$ cat src/rtl/dmem_load_unit_if.sv
// dmem_load_unit_if: request, dmem read and response signals of the load unit
interface dmem_load_unit_if;
   logic        req_valid;
   logic        req_ready;
   logic [31:0] req_addr;
   logic [2:0]  req_memop;
   logic        dmem_rd;
   logic [31:0] dmem_addr;
   logic [31:0] dmem_rdata;
   logic        rsp_valid;
   logic        rsp_ready;
   logic [31:0] rsp_data;
   logic        rsp_err;
   modport slave (
      input  req_valid, req_addr, req_memop, dmem_rdata, rsp_ready,
      output req_ready, dmem_rd, dmem_addr, rsp_valid, rsp_data, rsp_err
   );
   modport master (
      output req_valid, req_addr, req_memop, dmem_rdata, rsp_ready,
      input  req_ready, dmem_rd, dmem_addr, rsp_valid, rsp_data, rsp_err
   );
endinterface

$ cat src/rtl/dmem_load_unit.sv
// dmem_load_unit: issues word reads to dmem and returns aligned, extended load data
module dmem_load_unit #(
   parameter int RD_LAT = 1
) (
   input logic             clk,
   input logic             rst,
   dmem_load_unit_if.slave bus
);
   typedef enum logic [1:0] {IDLE, ISSUE, WAIT, RESP} state_t;
   state_t      r_state, w_next;
   logic [1:0]  r_off;
   logic [2:0]  r_op;
   logic [1:0]  r_cnt;
   logic [31:0] r_dmem_addr;
   logic [31:0] r_data;
   logic        r_err;
   logic        w_acc;
   logic        w_bad;
   logic        w_sample;
   logic [15:0] w_sh;
   logic [31:0] w_aligned;
   assign w_acc    = bus.req_valid & bus.req_ready;
   assign w_bad    = !(bus.req_memop inside {3'b000, 3'b001, 3'b010, 3'b100, 3'b101})
                   | (bus.req_memop[1:0] == 2'b01 && bus.req_addr[0])
                   | (bus.req_memop == 3'b010 && bus.req_addr[1:0] != 2'b00);
   assign w_sample = (r_state == WAIT) && (r_cnt == 2'd0);
   assign w_sh     = 16'(bus.dmem_rdata >> {r_off, 3'b000});
   assign w_aligned = r_op == 3'b000 ? {{24{w_sh[7]}}, w_sh[7:0]}
                    : r_op == 3'b100 ? {24'b0, w_sh[7:0]}
                    : r_op == 3'b001 ? {{16{w_sh[15]}}, w_sh}
                    : r_op == 3'b101 ? {16'b0, w_sh}
                    : bus.dmem_rdata;
   // req_ready is forced low while reset is asserted
   assign bus.req_ready = (r_state == IDLE) & ~rst;
   assign bus.dmem_rd   = r_state == ISSUE;
   assign bus.dmem_addr = r_dmem_addr;
   assign bus.rsp_valid = r_state == RESP;
   assign bus.rsp_data  = r_data;
   assign bus.rsp_err   = r_err;
   // state register
   always_ff @(posedge clk or posedge rst) begin
      if (rst) r_state <= IDLE;
      else     r_state <= w_next;
   end
   // next state: bad requests skip the read and go straight to the response
   always_comb begin
      w_next = r_state;
      unique case (r_state)
         IDLE:  w_next = w_acc ? (w_bad ? RESP : ISSUE) : IDLE;
         ISSUE: w_next = WAIT;
         WAIT:  w_next = r_cnt == 2'd0 ? RESP : WAIT;
         RESP:  w_next = bus.rsp_ready ? IDLE : RESP;
      endcase
   end
   // request latch, latency counter and response capture
   always_ff @(posedge clk or posedge rst) begin
      if (rst) begin
         r_off       <= '0;
         r_op        <= '0;
         r_cnt       <= '0;
         r_dmem_addr <= '0;
         r_data      <= '0;
         r_err       <= 1'b0;
      end else begin
         if (w_acc) begin
            r_off  <= bus.req_addr[1:0];
            r_op   <= bus.req_memop;
            r_err  <= w_bad;
            r_data <= '0;
            if (!w_bad) r_dmem_addr <= {bus.req_addr[31:2], 2'b00};
         end
         if (r_state == ISSUE) r_cnt <= 2'(RD_LAT - 1);
         else if (r_state == WAIT && r_cnt != 2'd0) r_cnt <= r_cnt - 2'd1;
         if (w_sample) r_data <= w_aligned;
      end
   end
endmodule

$ cat src/flat_wrapper.sv
// flat-port wrapper written by rule: the top's interface ports become plain ports
module dmem_load_unit_flat 
#(
   parameter int RD_LAT = 1
)
  (clk, rst, bus_req_valid, bus_req_addr, bus_req_memop, bus_dmem_rdata, bus_rsp_ready, bus_req_ready, bus_dmem_rd, bus_dmem_addr, bus_rsp_valid, bus_rsp_data, bus_rsp_err);
  dmem_load_unit_if bus_i ();
  input logic clk;
  input logic rst;
  input wire logic [$bits(bus_i.req_valid)-1:0] bus_req_valid;
  input wire logic [$bits(bus_i.req_addr)-1:0] bus_req_addr;
  input wire logic [$bits(bus_i.req_memop)-1:0] bus_req_memop;
  input wire logic [$bits(bus_i.dmem_rdata)-1:0] bus_dmem_rdata;
  input wire logic [$bits(bus_i.rsp_ready)-1:0] bus_rsp_ready;
  output wire logic [$bits(bus_i.req_ready)-1:0] bus_req_ready;
  output wire logic [$bits(bus_i.dmem_rd)-1:0] bus_dmem_rd;
  output wire logic [$bits(bus_i.dmem_addr)-1:0] bus_dmem_addr;
  output wire logic [$bits(bus_i.rsp_valid)-1:0] bus_rsp_valid;
  output wire logic [$bits(bus_i.rsp_data)-1:0] bus_rsp_data;
  output wire logic [$bits(bus_i.rsp_err)-1:0] bus_rsp_err;
  assign bus_i.req_valid = bus_req_valid;
  assign bus_i.req_addr = bus_req_addr;
  assign bus_i.req_memop = bus_req_memop;
  assign bus_i.dmem_rdata = bus_dmem_rdata;
  assign bus_i.rsp_ready = bus_rsp_ready;
  assign bus_req_ready = bus_i.req_ready;
  assign bus_dmem_rd = bus_i.dmem_rd;
  assign bus_dmem_addr = bus_i.dmem_addr;
  assign bus_rsp_valid = bus_i.rsp_valid;
  assign bus_rsp_data = bus_i.rsp_data;
  assign bus_rsp_err = bus_i.rsp_err;
  dmem_load_unit #(.RD_LAT(RD_LAT)) u_core (.clk(clk), .rst(rst), .bus(bus_i));
endmodule
$ cat config.mk
export PLATFORM = sky130hd
export DESIGN_NAME = dmem_load_unit_flat
export DESIGN_NICKNAME = d
export VERILOG_FILES = /design/src/rtl/dmem_load_unit_if.sv /design/src/rtl/dmem_load_unit.sv /design/src/flat_wrapper.sv
export SDC_FILE = /design/constraint.sdc
export NUM_CORES = 1
export LEC_CHECK = 0
export CORE_MARGIN = 2
export CORE_UTILIZATION = 45
export CTS_BUF_LIST = sky130_fd_sc_hd__clkbuf_2
export DETAILED_ROUTE_END_ITERATION = 10
export PLACE_DENSITY = 0.95
export SYNTH_ARGS = -nofsm -noshare
export SYNTH_HDL_FRONTEND = slang
export SYNTH_SLANG_ARGS = --single-unit
$ cat constraint.sdc
create_clock -name clk -period 2.96 [get_ports clk]
set_clock_uncertainty 0.2 [all_clocks]
set_input_delay 0.444 -clock clk [delete_from_list [all_inputs] [get_ports clk]]
set_output_delay 0.444 -clock clk [all_outputs]
set_load 0.02 [all_outputs]
==> results of run 1 <==
## synthesized netlist by cell type, drive strengths merged, types with 2 or more instances
| master | instances |
|---|---|
| dfrtp | 72 |
| nand2 | 48 |
| mux2 | 37 |
| a22oi | 24 |
| o21ai | 21 |
| nor2 | 16 |
| a21oi | 14 |
| buf | 12 |
| nor2b | 12 |
| clkbuf | 9 |
| inv | 7 |
| a31oi | 6 |
| a221o | 4 |
| a22o | 3 |
| nand3b | 3 |
| nor3 | 3 |
| o22ai | 3 |
| a21boi | 2 |
| a21o | 2 |
| and2 | 2 |
| mux2i | 2 |
| o221ai | 2 |
## sequential cells by signal, indices dropped and copies added, names as in the netlist
signal / count
u_core.r_off: 2
u_core.r_state: 2
u_core.r_op: 3
u_core.bus.rsp_err: 1
u_core.r_cnt: 2
u_core.bus.rsp_data: 32
u_core.bus.dmem_addr: 30
## worst register-to-register path, cell delays in order (launching register included)
cell      delay [ns]
dfrtp_1         0.82
mux4_2          0.47
nand3b_4        0.14
nor2_4          0.06
a31oi_4         0.38
nand2_1         0.12
## worst paths after layout
path	startpoint	end	cells after the start
max	u_core.r_state[0]$_DFF_PP0_	bus_req_ready	2
min	rst	u_core.bus.dmem_addr[19]$_DFFE_PP0P_	2
max reg2reg	u_core.r_off[1]$_DFFE_PP0P_	u_core.bus.rsp_data[24]$_DFFE_PP0P_	5
min reg2reg	u_core.bus.rsp_data[4]$_DFFE_PP0P_	u_core.bus.rsp_data[4]$_DFFE_PP0P_	2
max in group asynchronous	rst	u_core.bus.rsp_data[22]$_DFFE_PP0P_	3
min in group clk	bus_req_addr[1]	u_core.r_off[1]$_DFFE_PP0P_	3
## per-layer routing
| layer | up-vias | global-route usage (%) | share of wire (%) |
|---|---|---|---|
| met5 | - | 0 | 0 |
| met4 | 0 | 7.95 | 1.6 |
| met3 | 17 | 5.39 | 6.7 |
| met2 | 145 | 40.9 | 53 |
| met1 | 1482 | 30.3 | 38 |
| li1 | 1393 | - | - |
## cells by family after synthesis
| logic type | Yosys count | synth area share (%) |
|---|---|---|
| adders and majority gates | 1 | 0.363 |
| DFF | 72 | 52.2 |
| AOI/OAI and AO/OA | 85 | 16.8 |
| and+or+nand+nor | 88 | 12.4 |
| muxes | 40 | 13.3 |
| other | 1 | 0.109 |
| buffers and inverters | 29 | 4.75 |
## through the flow
step                std cells  hold slack [ns]  instance area [um2]
finish                    552            0.152                 4990
floorplan                 317            0.272                 3450
CTS                       552            0.136                 4990
global route              552            0.159                 4990
detailed placement        536            0.270                 4850
global placement          536            0.268                 4850
## final cells by class
type                       instances  area, um2  share of cell area (%)
clock buffer                       9       45.0                   0.902
clock inverter                     7       95.1                    1.90
inverter                           8       30.0                   0.601
multi-input combinational        216       1490                    29.8
sequential                        72       1800                    36.1
tap                               99        124                    2.48
timing repair buffer             141       1410                    28.3
## where the power goes
group / internal (uW) / leakage, uW / switching, uW
clock network: 281 / 0.0000839 / 369
registers: 1440 / 0.000898 / 365
logic: 1430 / 0.00119 / 1560
==> results.toml, run 1 <==
[run_status]
status = "complete, no violations"

[timing]
drv_slew = 0
hold_violations = 0
min_period_ns = 2.67
rsz0062_at_grt = "no"
fin_setup_tns_ns = 0
fmax_mhz = 374
fin_crit_sh_pct = 90.3
setup_ws_ns = 0.287
slew_headroom_pct = 54.7
setup_viol = 0
tightest_slew_ns = 0.680

[synthesis]
synth_area_leader_cell = "dfrtp_1"
yosysUniqueCellTypes = 45
yosys_warnings = 0
synth.area.top_cells = "dfrtp_1 52%, mux2_2 12%, a22oi_1 5.2%"
ys_ff_latch = 72
netlist_instances = 316
synth-edff-count = 0
synth_flop_cell = "dfrtp_1"
ys_seq_area_share_pct = 52.2
async_reset_ff_share_pct = 100
synth_area_per_cell_um2 = 10.9
synth.top_cell.area_share_pct = 52.2
synth_area_mm2 = 0.00345

[cells_and_area]
fillers = 505
final_cell_mix = "136 x clkdlybuf4s50_1, 72 x dfrtp_1, 48 x nand2_1"
area_growth_pct = 44.8
final_util_pct = 68.1
nNetsFinal = 520
layout_commonest_cell = "clkdlybuf4s50_1"
drive_gt1_share_pct = 15.0
antenna_cells = 0

[clocking]
holdBufCountCts = 0
h-tree-depth = 3
cts_num_sinks = 72
cts_root_buf = "clkbuf_2"
clk_pin_slew_ns = 0.23
cts_setup_buffers = 0
tritoncts = "yes"
clock_latency_ns = 0.53
cts_buffer_depth = 2
post_cts_resized = 0
numCtsBuffers = 9

[routing]
routedWlPerCell_um = 17.8
drc = 0
routed_wirelength_mm = 9.81
via_per_inst = 5.50
final_antenna_net_count = 0
vias = 3037
drt_first_pass_iters = 5
drt_iter0_drc = 287

[grt]
grt_pass1_vias = 3032
grt_use_total_pct = 24.1
antenna_found_initial = 0
grt_max_degree = 43
grt-ovfl-total = 0
grt_pass1_wl_mm = 15.8

[critical_path]
path_buf_inv = 1
reg2reg_setup_slack_ns = 0.67
crit_required_ns = 2.32
critPathMaxStageDelay_ns = 0.66
cp_slowest_cell = "clkdlybuf4s50_1"
path_cells = "nor3_2, clkdlybuf4s50_1"
end_kind = "primary output"
crit_type = "flop to primary output"
worstSetupStartpointType = "flop"
crit_path_max_fanout = 9
critPathArrivalTime_ns = 2.03
critPathTopFamily = "buffers and inverters"

[floorplanning]
rows = 31
die_w_um = 91.5
die-area_mm2 = 0.00838
start_util_pct = 47.0
io_pins = 139
die_h_um = 91.5
coreArea_mm2 = 0.00733

[flow_run]
cap_violations = 0

[place]
gp_congestion = 0.854
port_buffers = 136
hpwlAfterDp_mm = 7.35
post-place-ws_ns = 0.463

[power_and_ir_drop]
p_leak_uw = 0.00217
vdd_drop_max_mv = 0.446
power.density_mw_per_mm2 = 1090
total_power_uw = 5440

[worst_hold_path]
holdCritPathClass = "input pin to async pin"
Power figures use the tool's default switching activity.
==> run 2: changes to the inputs <==
- REMOVE_ABC_BUFFERS: unset -> 1
==> run 2 against run 1 <==
Against the previous run: sequential share of layout area rose by 0.10 points; power down 1.1%; cell count increased by 0.18%; die area unchanged; combinational power rose by 2%.
==> results.toml, run 2 (synthesis gave the netlist of run 1 again) <==
[run_status]
status = "complete, no violations"

[cells_and_area]
fillers = 537
final_util_pct = 67.9
final_cell_area_mm2 = 0.00498
largest_reg_flops = 32
layout_commonest_cell = "clkdlybuf4s50_1"
drive_gt1_share_pct = 15.4
layout.cells.non_filler = 553
nNetsFinal = 521
final_cell_mix = "136 x clkdlybuf4s50_1, 72 x dfrtp_1, 48 x nand2_1"
area_growth_pct = 44.4
antenna_cells = 0

[power_and_ir_drop]
p_leak_uw = 0.00217
power.density_mw_per_mm2 = 1080
vdd_drop_max_mv = 0.980

[routing]
wl_met2_mm = 5.37
via_per_inst = 5.50
drt_first_pass_iters = 5
met3_length_um = 650
final_antenna_net_count = 0
top_layer = "met4"
routed_wirelength_mm = 9.95
drt_iter0_drc = 265
drc = 0
vias = 3043
routedWlPerCell_um = 18.0
drt-met1-wl_mm = 3.66

[grt]
grt_pass1_wl_mm = 15.8
grt_pass1_vias = 3144
grt-ovfl-total = 0
grt_use_total_pct = 24.5
grt_max_degree = 43
antenna_found_initial = 0

[place]
hpwlAfterDp_mm = 7.49
dp_cells = 537
port_buffers = 136
gp_congestion = 0.866
placed_area_mm2 = 0.00486

[critical_path]
worstReg2RegStart = "u_core.r_cnt[0]$_DFFE_PP0P_"
crit_path_max_fanout = 9
reg2reg_setup_slack_ns = 0.69
end_kind = "primary output"
critPathArrivalTime_ns = 1.94
crit_type = "flop to primary output"
crit_required_ns = 2.32
cp-endpoint = "bus_req_ready"
reg2reg_depth = 6
worstSetupStartpointType = "flop"
startpoint = "u_core.r_state[0]$_DFF_PP0_"
rr_endpoint = "u_core.bus.rsp_data[16]$_DFFE_PP0P_"

[timing]
hold_violations = 0
slew_headroom_pct = 53.2
rsz0062_at_grt = "no"
fin_setup_tns_ns = 0
hold_slack_ns = 0.149
fin_crit_sh_pct = 87.4
min_period_ns = 2.59
fmax_mhz = 386
setup_viol = 0
drv_slew = 0
tightest_slew_ns = 0.700

[clocking]
numCtsBuffers = 9
cts_buffer_depth = 2
cts_setup_buffers = 0
clock_latency_ns = 0.50
post_cts_resized = 0
cts_root_buf = "clkbuf_2"
cts_num_sinks = 72
clk_pin_slew_ns = 0.23
holdBufCountCts = 0
h-tree-depth = 3
tritoncts = "yes"

[floorplanning]
die-area_mm2 = 0.00838
die_h_um = 91.5
io_pins = 139
start_util_pct = 47.0
rows = 31
coreArea_mm2 = 0.00733
die_w_um = 91.5

[worst_hold_path]
holdCritPathClass = "input pin to async pin"

[flow_run]
cap_violations = 0
==> run 2: how the worst min path moves through the flow <==
stage                                        from                                    to  slack (ns)  depth (start not counted)
2_1_floorplan         u_core.r_cnt[1]$_DFFE_PP0P_           u_core.r_cnt[1]$_DFFE_PP0P_        0.27                          2
3_3_place_gp       u_core.bus.rsp_err$_DFFE_PP0P_        u_core.bus.rsp_err$_DFFE_PP0P_        0.26                          2
3_5_place_dp   u_core.bus.rsp_data[4]$_DFFE_PP0P_    u_core.bus.rsp_data[4]$_DFFE_PP0P_        0.27                          2
4_1_cts                                       rst  u_core.bus.dmem_addr[12]$_DFFE_PP0P_        0.15                          2
5_1_grt                                       rst  u_core.bus.dmem_addr[17]$_DFFE_PP0P_        0.15                          2
6_report                                      rst  u_core.bus.dmem_addr[12]$_DFFE_PP0P_        0.15                          2
==> run 2: where the power goes <==
group / internal (uW) / leakage [uW] / total (uW) / switching [uW]
sequential: 1440 / 0.000898 / 1770 / 330
combinational: 1430 / 0.00120 / 3040 / 1610
clock: 203 / 0.0000725 / 567 / 364
total: 3080 / 0.00217 / 5380 / 2300
==> run 2: final cells by class <==
type,instances,area (um2),share of cell area (%)
clock inverter,6,68.8,1.38
timing repair buffer,142,1420,28.5
clock buffer,10,50.0,1.01
tap,99,124,2.49
multi-input combinational,216,1490,29.8
sequential,72,1800,36.2
inverter,8,30.0,0.603
==> run 2: critical path, stage by stage, from the launching register on <==
cell,delay [ns]
dfrtp_1,0.53
nor3_2,0.27
clkdlybuf4s50_1,0.65
==> run 2: metrics by stage <==
stage	power [uW]	worst slack, ns
floorplan	3420	0.450
global placement	4700	0.539
detailed placement	4830	0.420
CTS	5390	0.334
global route	5690	0.221
finish	5380	0.372
==> run 2: routing by layer <==
layer,GRT usage (%),vias up
met1,28.1,1481
met5,0,-
met2,43.9,145
met4,10.2,0
met3,5.23,28
li1,-,1389
==> run 3: changes to the inputs <==
- CELL_PAD_IN_SITES_DETAIL_PLACEMENT: unset -> 1
- CELL_PAD_IN_SITES_GLOBAL_PLACEMENT: unset -> 2
- CORE_UTILIZATION: 45 -> 29
- CTS_BUF_LIST: sky130_fd_sc_hd__clkbuf_2 -> sky130_fd_sc_hd__clkbuf_8
- clock period: 2.96 -> 3.1 ns (I/O delays scaled with it)
==> run 3 against run 2 <==
Against the previous run: the flow now finishes with violations (DRC); worst hold slack improved by 0.14 ns; worst setup slack gained 0.33 ns; clock power rose by 13%; cell count increased by 8.0%; die area up 53%; sequential share of layout area down 0.75 points; via count decreased by 1.5%; sequential power down 5%; core utilization fell by 24 points; global-route usage decreased by 7.4 points; critical endpoint unchanged; largest cell class unchanged; largest power group unchanged.
==> results.toml, run 3 (synthesis gave the netlist of run 1 again) <==
[run_status]
status = "finished with violations"
failed_checks = "DRC"

[clocking]
post_cts_resized = 0
clk_pin_slew_ns = 0.07
holdBufCountCts = 0
cts_setup_buffers = 0
cts_root_buf = "clkbuf_8"
cts_num_sinks = 72
h-tree-depth = 3
clock_latency_ns = 0.35
cts_buffer_depth = 2
numCtsBuffers = 9
tritoncts = "yes"

[critical_path]
crit_type = "flop to primary output"
crit_required_ns = 2.43
path_cells = "nor3_2, clkdlybuf4s50_1"
cp_slowest_cell = "clkdlybuf4s50_1"
worstSetupStartpointType = "flop"
critPathMaxStageDelay_ns = 0.64
reg2reg_depth = 6
crit_path_max_fanout = 9
end_kind = "primary output"
critPathArrivalTime_ns = 1.73

[floorplanning]
die_h_um = 113
die_w_um = 113
start_util_pct = 29.9
die-area_mm2 = 0.0128
coreArea_mm2 = 0.0115
rows = 39
io_pins = 139

[timing]
setup_viol = 0
setup_ws_ns = 0.701
drv_slew = 0
fin_crit_sh_pct = 77.4
hold_violations = 0
fmax_mhz = 417
fin_setup_tns_ns = 0
slew_headroom_pct = 52.3
rsz0062_at_grt = "no"
tightest_slew_ns = 0.714
min_period_ns = 2.40

[routing]
via_per_inst = 5.02
vias = 2996
drc = 9
routedWlPerCell_um = 17.7
routed_wirelength_mm = 10.6
drt_iter0_drc = 117
final_antenna_net_count = 0
drt_first_pass_iters = 7

[cells_and_area]
drive_gt1_share_pct = 15.4
final_cell_mix = "136 x clkdlybuf4s50_1, 72 x dfrtp_1, 48 x nand2_1"
layout.cells.non_filler = 597
layout_commonest_cell = "clkdlybuf4s50_1"
antenna_cells = 0
largest_reg_flops = 32
nNetsFinal = 522
fillers = 1280
final_cell_area_mm2 = 0.00508
area_growth_pct = 47.5

[grt]
grt_pass1_vias = 3283
grt_use_total_pct = 17.1
antenna_found_initial = 0
grt-ovfl-total = 0
grt_pass1_wl_mm = 17.2
grt_max_degree = 73

[flow_run]
cap_violations = 0

[place]
dp_cells = 582
gp_congestion = 0.783
port_buffers = 136
placed_area_mm2 = 0.00492
hpwlAfterDp_mm = 7.85
post-place-ws_ns = 0.496

[power_and_ir_drop]
total_power_uw = 5250
power.density_mw_per_mm2 = 1030
vdd_drop_max_mv = 0.428
p_leak_uw = 0.00219

[worst_hold_path]
holdCritPathClass = "flop to flop"
holdPathStages = 2
==> run 3: worst paths after layout <==
check,endpoint,from,slack [ns]
min reg2reg,u_core.bus.rsp_data[5]$_DFFE_PP0P_,u_core.bus.rsp_data[5]$_DFFE_PP0P_,0.29
min,u_core.bus.rsp_data[5]$_DFFE_PP0P_,u_core.bus.rsp_data[5]$_DFFE_PP0P_,0.29
min in group asynchronous,u_core.bus.dmem_addr[19]$_DFFE_PP0P_,rst,0.38
max in group asynchronous,u_core.bus.rsp_data[19]$_DFFE_PP0P_,rst,2.01
max reg2reg,u_core.bus.rsp_data[10]$_DFFE_PP0P_,u_core.r_cnt[0]$_DFFE_PP0P_,0.89
max,bus_req_ready,u_core.r_state[0]$_DFF_PP0_,0.70
==> run 3: power by group <==
group	switching, uW	total, uW	internal, uW	leakage, uW
Combinational	1550	2920	1380	0.00120
Clock	359	641	282	0.0000886
Sequential	302	1680	1380	0.000898
==> run 3: cell type report <==
class | count | area [um2] | share of cell area [%]
flip-flops and latches | 72 | 1800 | 35.4
multi-input cells | 216 | 1490 | 29.2
repair buffers | 143 | 1430 | 28.1
well taps | 143 | 179 | 3.52
clock buffers | 9 | 124 | 2.44
clock inverters | 6 | 37.5 | 0.738
inverters | 8 | 30.0 | 0.591
==> run 3: critical path, delay by kind of cell, from the launching register on <==
kind          cells  cell delay (ns)
flops             1             0.50
buf+inv           1             0.64
simple gates      1             0.24
==> run 3: metal layers <==
layer,wire length (um),GRT usage (%),up-vias
met5,0,0,-
met4,202,7.07,0
met3,593,3.43,18
met2,5200,28.3,89
met1,4570,22.0,1500
li1,-,-,1389
==> run 3: through the flow <==
stage / hold WS (ns) / utilization (%)
finish: 0.288 / 44.2
global route: 0.316 / 44.2
CTS: 0.295 / 44.2
detailed placement: 0.278 / 42.8
global placement: 0.268 / 42.8
floorplan: 0.272 / -
